### src/rtl/arith_share_pkg.sv
// Shared definitions for the arithmetic-datapath arbiter: FSM states,
// operand/result widths and the grant-statistics counter format.
package arith_share_pkg;

    typedef enum logic [1:0] {
        ST_IDLE = 2'd0,
        ST_BUSY = 2'd1,
        ST_RESP = 2'd2
    } arb_state_e;

    localparam int OPERAND_W = 4;
    localparam int RESULT_W  = 10;

    // Latency counter holds DP_LAT, which never exceeds 3.
    localparam int CNT_W = 2;

    // Per-requester grant counters (only built with ARB_GRANT_STATS_EN).
    localparam int                STAT_W   = 8;
    localparam logic [STAT_W-1:0] STAT_MAX = '1;

endpackage

### src/rtl/arith_share_arb_rr_picker.sv
// Combinational round-robin picker: searches the request vector starting at
// the index after ptr, wrapping from N-1 to 0, and returns the first hit as
// a one-hot grant plus its binary index.
module rr_picker #(
    parameter int N     = 4,
    parameter int IDX_W = (N > 1) ? $clog2(N) : 1
) (
    input  logic [N-1:0]     req,
    input  logic [IDX_W-1:0] ptr,
    output logic [N-1:0]     gnt,
    output logic [IDX_W-1:0] idx,
    output logic             any
);

    // Rotating first-one search; the earliest candidate after ptr wins.
    always_comb begin
        logic             found;
        logic [IDX_W-1:0] cand;
        // NOTE: every variable written here gets a default first so no latch is inferred.
        gnt   = '0;
        idx   = '0;
        found = 1'b0;
        cand  = '0;
        for (int off = 1; off <= N; off++) begin
            cand = IDX_W'((int'(ptr) + off) % N);
            if (!found && req[cand]) begin
                found     = 1'b1;
                gnt[cand] = 1'b1;
                idx       = cand;
            end
        end
        any = found;
    end

endmodule

### src/rtl/arith_share_arb.sv
// arith_share_arb: round-robin arbiter that time-shares one arithmetic
// datapath of fixed latency DP_LAT between NUM_REQ requesters.
// One operation is outstanding at a time: IDLE grants, BUSY waits out the
// datapath latency, RESP holds the result until the consumer takes it.
// Optional feature: define ARB_GRANT_STATS_EN to add saturating per-requester
// grant counters on the grant_cnt port.
module arith_share_arb
    import arith_share_pkg::*;
#(
    parameter int NUM_REQ = 4,
    parameter int DP_LAT  = 2
) (
    input  logic                                clk,
    input  logic                                rst,
    input  logic [NUM_REQ-1:0]                  req_valid,
    input  logic [NUM_REQ-1:0][OPERAND_W-1:0]   req_data,
    output logic [NUM_REQ-1:0]                  req_ready,
    output logic [OPERAND_W-1:0]                dp_in,
    input  logic [RESULT_W-1:0]                 dp_out,
    output logic                                rsp_valid,
    input  logic                                rsp_ready,
    output logic [RESULT_W-1:0]                 rsp_data,
    output logic [$clog2(NUM_REQ)-1:0]          rsp_id
`ifdef ARB_GRANT_STATS_EN
    ,
    output logic [NUM_REQ-1:0][STAT_W-1:0]      grant_cnt
`endif
);

    localparam int ID_W = $clog2(NUM_REQ);

    arb_state_e         state_q, state_d;
    logic [CNT_W-1:0]   cnt_q;
    logic [ID_W-1:0]    ptr_q;
    logic [NUM_REQ-1:0] pick_gnt;
    logic [ID_W-1:0]    pick_idx;
    logic               pick_any;
    logic               grant_fire;

    rr_picker #(
        .N     (NUM_REQ),
        .IDX_W (ID_W)
    ) u_picker (
        .req (req_valid),
        .ptr (ptr_q),
        .gnt (pick_gnt),
        .idx (pick_idx),
        .any (pick_any)
    );

    // State register; reset abandons any operation in flight.
    always_ff @(posedge clk or posedge rst) begin
        if (rst) begin
            state_q <= ST_IDLE;
        end else begin
            // NOTE: non-blocking assignments so every register samples pre-edge values.
            state_q <= state_d;
        end
    end

    // Next-state and grant decode; req_ready is forced low while reset is held.
    always_comb begin
        state_d    = state_q;
        req_ready  = '0;
        grant_fire = 1'b0;
        case (state_q)
            ST_IDLE: begin
                if (pick_any && !rst) begin
                    req_ready  = pick_gnt;
                    grant_fire = 1'b1;
                    state_d    = ST_BUSY;
                end
            end
            ST_BUSY: begin
                if (cnt_q == '0) state_d = ST_RESP;
            end
            ST_RESP: begin
                if (rsp_ready) state_d = ST_IDLE;
            end
            default: state_d = ST_IDLE;
        endcase
    end

    assign rsp_valid = (state_q == ST_RESP);

    // Operand/owner capture on grant, latency countdown, result capture.
    always_ff @(posedge clk or posedge rst) begin
        if (rst) begin
            // NOTE: rsp_data is cleared too, so a discarded result can never reappear.
            dp_in    <= '0;
            rsp_id   <= '0;
            rsp_data <= '0;
            cnt_q    <= '0;
            ptr_q    <= ID_W'(NUM_REQ - 1);
        end else if (grant_fire) begin
            dp_in  <= req_data[pick_idx];
            rsp_id <= pick_idx;
            cnt_q  <= CNT_W'(DP_LAT);
            ptr_q  <= pick_idx;
        end else if (state_q == ST_BUSY) begin
            if (cnt_q == '0) rsp_data <= dp_out;
            else             cnt_q    <= cnt_q - 1'b1;
        end
    end

`ifdef ARB_GRANT_STATS_EN
    // Saturating count of grants handed to each requester.
    always_ff @(posedge clk or posedge rst) begin
        if (rst) begin
            grant_cnt <= '0;
        end else if (grant_fire) begin
            for (int i = 0; i < NUM_REQ; i++) begin
                if (pick_gnt[i] && grant_cnt[i] != STAT_MAX)
                    grant_cnt[i] <= grant_cnt[i] + 1'b1;
            end
        end
    end
`endif

endmodule

### config.mk
export PLATFORM = sky130hd
export DESIGN_NAME = arith_share_arb
export DESIGN_NICKNAME = d
export VERILOG_FILES = /design/src/rtl/arith_share_pkg.sv /design/src/rtl/arith_share_arb_rr_picker.sv /design/src/rtl/arith_share_arb.sv
export SDC_FILE = /design/constraint.sdc
export NUM_CORES = 1
export LEC_CHECK = 0
export ABC_AREA = 0
export CAP_MARGIN = 20
export CORE_UTILIZATION = 47
export DETAILED_ROUTE_END_ITERATION = 6
export MAX_ROUTING_LAYER = met4
export PLACE_DENSITY = 0.87
export SLEW_MARGIN = 20
export SYNTH_ARGS = -nofsm -noshare
export SYNTH_HDL_FRONTEND = slang
export SYNTH_SLANG_ARGS = --single-unit
### constraint.sdc
create_clock -name clk -period 5 [get_ports clk]
set_input_delay 1.25 -clock clk [delete_from_list [all_inputs] [get_ports clk]]
set_output_delay 1.25 -clock clk [all_outputs]
set_load 0.02 [all_outputs]
Word level (Yosys, flattened, before mapping). Index checks and enable logic that the tools add are counted. W data, S select, Z words.

Bits in registers: 22. Bits in latches: 0. Bits in writable memories: 0. Bits in read-only memories: 0. Input port bits: 33. Output and inout bits: 21. Memories: 0.

Add/subtract/negate cells: 5. Multipliers: 0. Div/mod/pow operators: 0. Magnitude comparators: 9. Equality and inequality tests: 6. Shift operators: 0. Multiplexer cells: 41. Bitwise gates (word level): 4. Reduce and logical (&&, ||, !) cells: 18.

Operators with widths (count): $mux W4 (7); $mux W2 (10); $lt A2 B3 Y1 const B (5); $mux W1 (14); $or A4 B4 Y4 (3); $bmux W1 S2 (4); $bmux W4 S2 (1); $demux W1 S2 (4); $ge A2 B1 Y1 const B (4); $logic_and A1 B1 Y1 (8); $pmux W2 S3 (1); $reduce_and A3 Y1 (2); $add A2 B1 Y2 const B (2); $add A2 B2 Y2 const B (2); $logic_not A1 Y1 (4); $logic_not A2 Y1 (2); $ne A2 B1 Y1 const B (2); $ne A2 B2 Y1 const B (2); $eq A2 B1 Y1 const B (1); $eq A2 B2 Y1 const B (1); $reduce_and A2 Y1 (1); $reduce_bool A2 Y1 (1); $sub A2 B1 Y2 const B (1); $not A1 Y1 (1).

Depth between registers and ports, before layout.
Depth in word-level cells: 18. Depth in mapped cells: 9.

Cells and area by module. From an unflattened synthesis, not the netlist that was laid out.

Cells, all modules: 150. Area, all modules: 1516.5 um^2.

Modules (own cells, without submodules): arith_share_arb (times used 1, cells an instance 82, area each 991.0 um^2, sequential area each 553.0 um^2); rr_picker (times used 1, cells an instance 68, area each 525.5 um^2, sequential area each 0.0 um^2).

Least setup slack after synthesis. No wires, ideal clock.

Path type: input-to-output. From: input req_valid[3]. To: output req_ready[0]. Data arrival time: 2769 ps. Data required time: 3750 ps. Setup slack: 981 ps. Cell stages on the path: 6. Cell sequence: mux4_1 > or4_4 > nand2_4 > buf_8 > buf_4 > a21oi_1.

Cells in the longest elaborated chain, start to end: 15. Elaborated cells between the ends (all ways): 28. Those cells by class: mux: 18; bitwise: 3; reduce/logical: 7.

RTL lines: start, declared (line arith_share_arb.sv:15) `input logic [NUM_REQ-1:0] req_valid,`; $bmux W1 S2 (line arith_share_arb_rr_picker.sv:26) `if (!found && req[cand]) begin`; $mux W1 (implied by the code) (line arith_share_arb_rr_picker.sv:26); $mux W1 (line arith_share_arb_rr_picker.sv:26); $logic_not A1 Y1 (line arith_share_arb_rr_picker.sv:26); $logic_and A1 B1 Y1 (line arith_share_arb_rr_picker.sv:26); $mux W1 (line arith_share_arb_rr_picker.sv:26); $logic_not A1 Y1 (line arith_share_arb_rr_picker.sv:26); $logic_and A1 B1 Y1 (line arith_share_arb_rr_picker.sv:26); $mux W1 (line arith_share_arb_rr_picker.sv:26); $logic_not A1 Y1 (line arith_share_arb_rr_picker.sv:26); $logic_and A1 B1 Y1 (line arith_share_arb_rr_picker.sv:26); $mux W1 (line arith_share_arb_rr_picker.sv:26); $logic_and A1 B1 Y1 (line arith_share_arb.sv:68) `if (pick_any && !rst) begin`; $mux W4 (*) (line arith_share_arb.sv:68); $mux W4 (*) (line arith_share_arb.sv:66) `case (state_q)`; end, declared (line arith_share_arb.sv:17) `output logic [NUM_REQ-1:0] req_ready,`.

Mark *: on every way between the ends. The rest lies on a longest branch, timed or not. The select of a mux whose other input is x is not followed.

Worst setup path after layout.
From: input req_valid[1]. To: output req_ready[0].

The elaborated chain is that of the path after synthesis.

==> flow_summary.ini <==
[outcome]
status = complete, but fails checks
violations = design-rule violations

[synth]
synth-seq-cells = 22
avgSynthCellArea_sq_um = 11.2
synthTopCellsByArea = dfrtp_1, mux2_2, ha_1
yosysTopAreaCell = dfrtp_1
syn-num-nets = 170
synthesis.area_sq_um = 1430
syn_inst = 128
synth_top_area_share = 0.351
yosysSeqAreaShare = 0.387
yosysWarnings = 0
synth_cell_type_count = 32

[worst_setup_path]
cp_max_fo = 7
crit_chain = clkdlybuf4s50_1 > mux4_2 > and2b_2 > a221o_1 > o21ai_0 > a21oi_1 > clkdlybuf4s50_1
r2r_cells = 6
crit_arrival_ps = 3630
path_delay_family = buffers and inverters
critPathBufInv = 2
rr_startpoint = ptr_q[0]
crit_required_ps = 3750
path_common_cell = clkdlybuf4s50_1
worst_r2r_endpoint = dp_in[0]
slowest_stage = clkdlybuf4s50_1
cp_slowest_stage_delay_ps = 620
endpoint_kind = primary output
worstSetupPathType = input port to primary output
crit_path_start_kind = input port
r2r_slack_ps = 2030

[clock_tree]
htreeDepth = 1
clkTransAtPathRegs_ps = 120
cts_max_path_buffers = 2
root_buffer = clkbuf_4
cts.sinks = 22
cts_tree = yes
cts_buffers = 3
hold_buffers = 0
worstSkewPairLatency_ps = 310

[power_and_ir_drop]
combinationalPowerShare = 0.643
p_per_area_nw_per_um2 = 673
peakVddDrop_v = 0.000325
power.internal_mw = 0.807
p_sw_mw = 0.564
p_leak_nw = 0.885
seqPwrFrac = 0.259
switching_share = 0.411
clockPowerShare = 0.098

[sta]
rsz0062_at_grt = false
period_needed_ps = 4880
fin_tns_setup_ps = 0
slew_headroom = 0.398
worstMarginPinSlew_ps = 898
period_share = 0.977
setup_viol = 0
max_freq_ghz = 0.205
worst_slack_ps = 117
fin_skew_ps = 5.23
finalMaxSlewViolations = 0
final_hold_viol_count = 0

[cells_and_area]
nFillCells = 205
final_area_sq_um = 2040
post-route-util = 0.727
drive_gt1_frac = 0.170
seq_area_sq_um = 553
layout.nets = 225
multi_input_area_sq_um = 823
areaGrowthSynthToFinish_pct = 42.8
antenna_cells = 0

[routing]
wl_met1_microns = 1260
top_layer = met4
drt_pass1_iterations = 6
wl_per_cell_microns = 14.4
via_per_inst = 5.67
dr_wl_met3_microns = 133
post-route-drc-count = 8
met2_length_microns = 1630
routed_wl_microns = 3060
num_vias = 1208
ant_nets = 0
drt_iter0_drc = 27

[hold_path]
hold_start = rsp_id[0]
min_to = rsp_id[0]
hp-class = register to register
min_delay_path_depth = 2

[grt]
antenna_found_initial = 0
grt_max_degree = 23
grt_pass1_vias = 1158
grtUsageTotal = 0.219
grt_overflow_total = 0
grt_pass1_wl_microns = 5300

[placement]
placed_cell_area_sq_um = 1980
place_congestion = 0.787
dp_hpwl_microns = 2390
pre_cts_slack_ps = 39.2
portBuffers = 53

[floorplan]
dieArea_sq_um = 3260
die_x_microns = 57.1
chipHeight_microns = 57.1
initial_utilization = 0.509
io-pin-count = 54
core_area_sq_um = 2810
rows = 19

[job]
cap_violations = 0
## Yosys cell counts, drive strengths merged
cell type,instances
nor2,6
nand2,9
clkbuf,1
o31ai,1
o21ai,8
nand3b,1
nor2b,1
xnor2,3
mux4,3
a21oi,6
o22a,1
o22ai,1
a221o,8
nor3,7
dfrtp,20
o211ai,1
a21o,2
mux2i,9
and2b,1
or4,1
nand2b,2
mux2,13
or2b,1
or3b,1
dfstp,2
buf,4
inv,6
ha,9
## area by class of cell
type,instances,area share
inverters,6,0.0110
well taps,31,0.0190
clock inverters,1,0.0147
flip-flops and latches,22,0.271
clock buffers,3,0.0110
repair buffers,55,0.269
multi-input cells,95,0.404
## power by group through the flow
stage	sequential (mW)	clock, mW	combinational, mW
floorplan	0.413	0	0.539
global placement	0.352	0	0.843
detailed placement	0.360	0	0.873
CTS	0.357	0.135	0.878
global route	0.372	0.144	0.960
finish	0.356	0.134	0.881
## worst min-delay path: cells and delay by family, from the launching register on
family	cells	cell delay, ps
AO/OA/AOI/OAI	1	60
AND/OR/NAND/NOR	1	50
flip-flops	1	370
## worst max-delay path by stage
stage / cells after the start / start / endpoint
floorplan: 6 / req_valid[3] / req_ready[0]
global placement: 7 / req_valid[3] / req_ready[3]
detailed placement: 7 / req_valid[3] / req_ready[1]
CTS: 7 / req_valid[3] / req_ready[1]
global route: 7 / req_valid[1] / req_ready[2]
finish: 7 / req_valid[1] / req_ready[0]
## flip-flops by register name, indices dropped and copies added, names as in the netlist
register,count
state_q,2
dp_in,4
rsp_data,10
cnt_q,2
rsp_id,2
ptr_q,2
## placed cells by master, fill, tap and decap left out, types with 2 or more instances in the layout
cell,Yosys,routed
clkdlybuf4s50_1,0,52
dfrtp_1,20,20
mux2_2,13,13
mux2i_1,9,9
ha_1,9,9
nand2_1,8,8
o21ai_0,8,8
a221o_1,8,8
nor3_1,7,6
nor2_1,6,6
a21oi_1,6,6
inv_1,6,6
mux4_2,2,3
xnor2_1,3,3
clkbuf_4,0,3
nand2b_1,2,2
a21o_1,2,2
buf_4,1,2
dfstp_2,2,2
## through the flow
step | cells | power, mW | hold slack (ps)
after floorplan | 128 | 0.951 | 477
after global placement | 209 | 1.19 | 460
after detailed placement | 209 | 1.23 | 476
after CTS | 213 | 1.37 | 502
after global routing | 213 | 1.48 | 526
final | 213 | 1.37 | 500
## timing repair
item | CTS | global route
hold endpoints to repair | 0 | 0
setup endpoints to repair | 0 | 4
resized for setup | 0 | 4
setup buffers | 0 | 0
## kinds of logic (layout without fill, tap and decap cells)
| family | count (synthesis) | in the layout | share of synthesized area |
|---|---|---|---|
| fa+ha+maj | 9 | 9 | 0.0789 |
| flops | 22 | 22 | 0.387 |
| mux | 25 | 25 | 0.216 |
| xor+xnor | 3 | 3 | 0.0184 |
| buf+inv | 11 | 65 | 0.0412 |
| compound gates | 28 | 28 | 0.146 |
| simple gates | 30 | 30 | 0.112 |
## metal layers
| metal | vias up | global-route usage |
|---|---|---|
| li1 | 581 | - |
| met1 | 576 | 0.270 |
| met2 | 47 | 0.368 |
| met3 | 4 | 0.0227 |
| met4 | 0 | 0.0941 |
| met5 | - | - |
(Power assumes the default switching activity.)
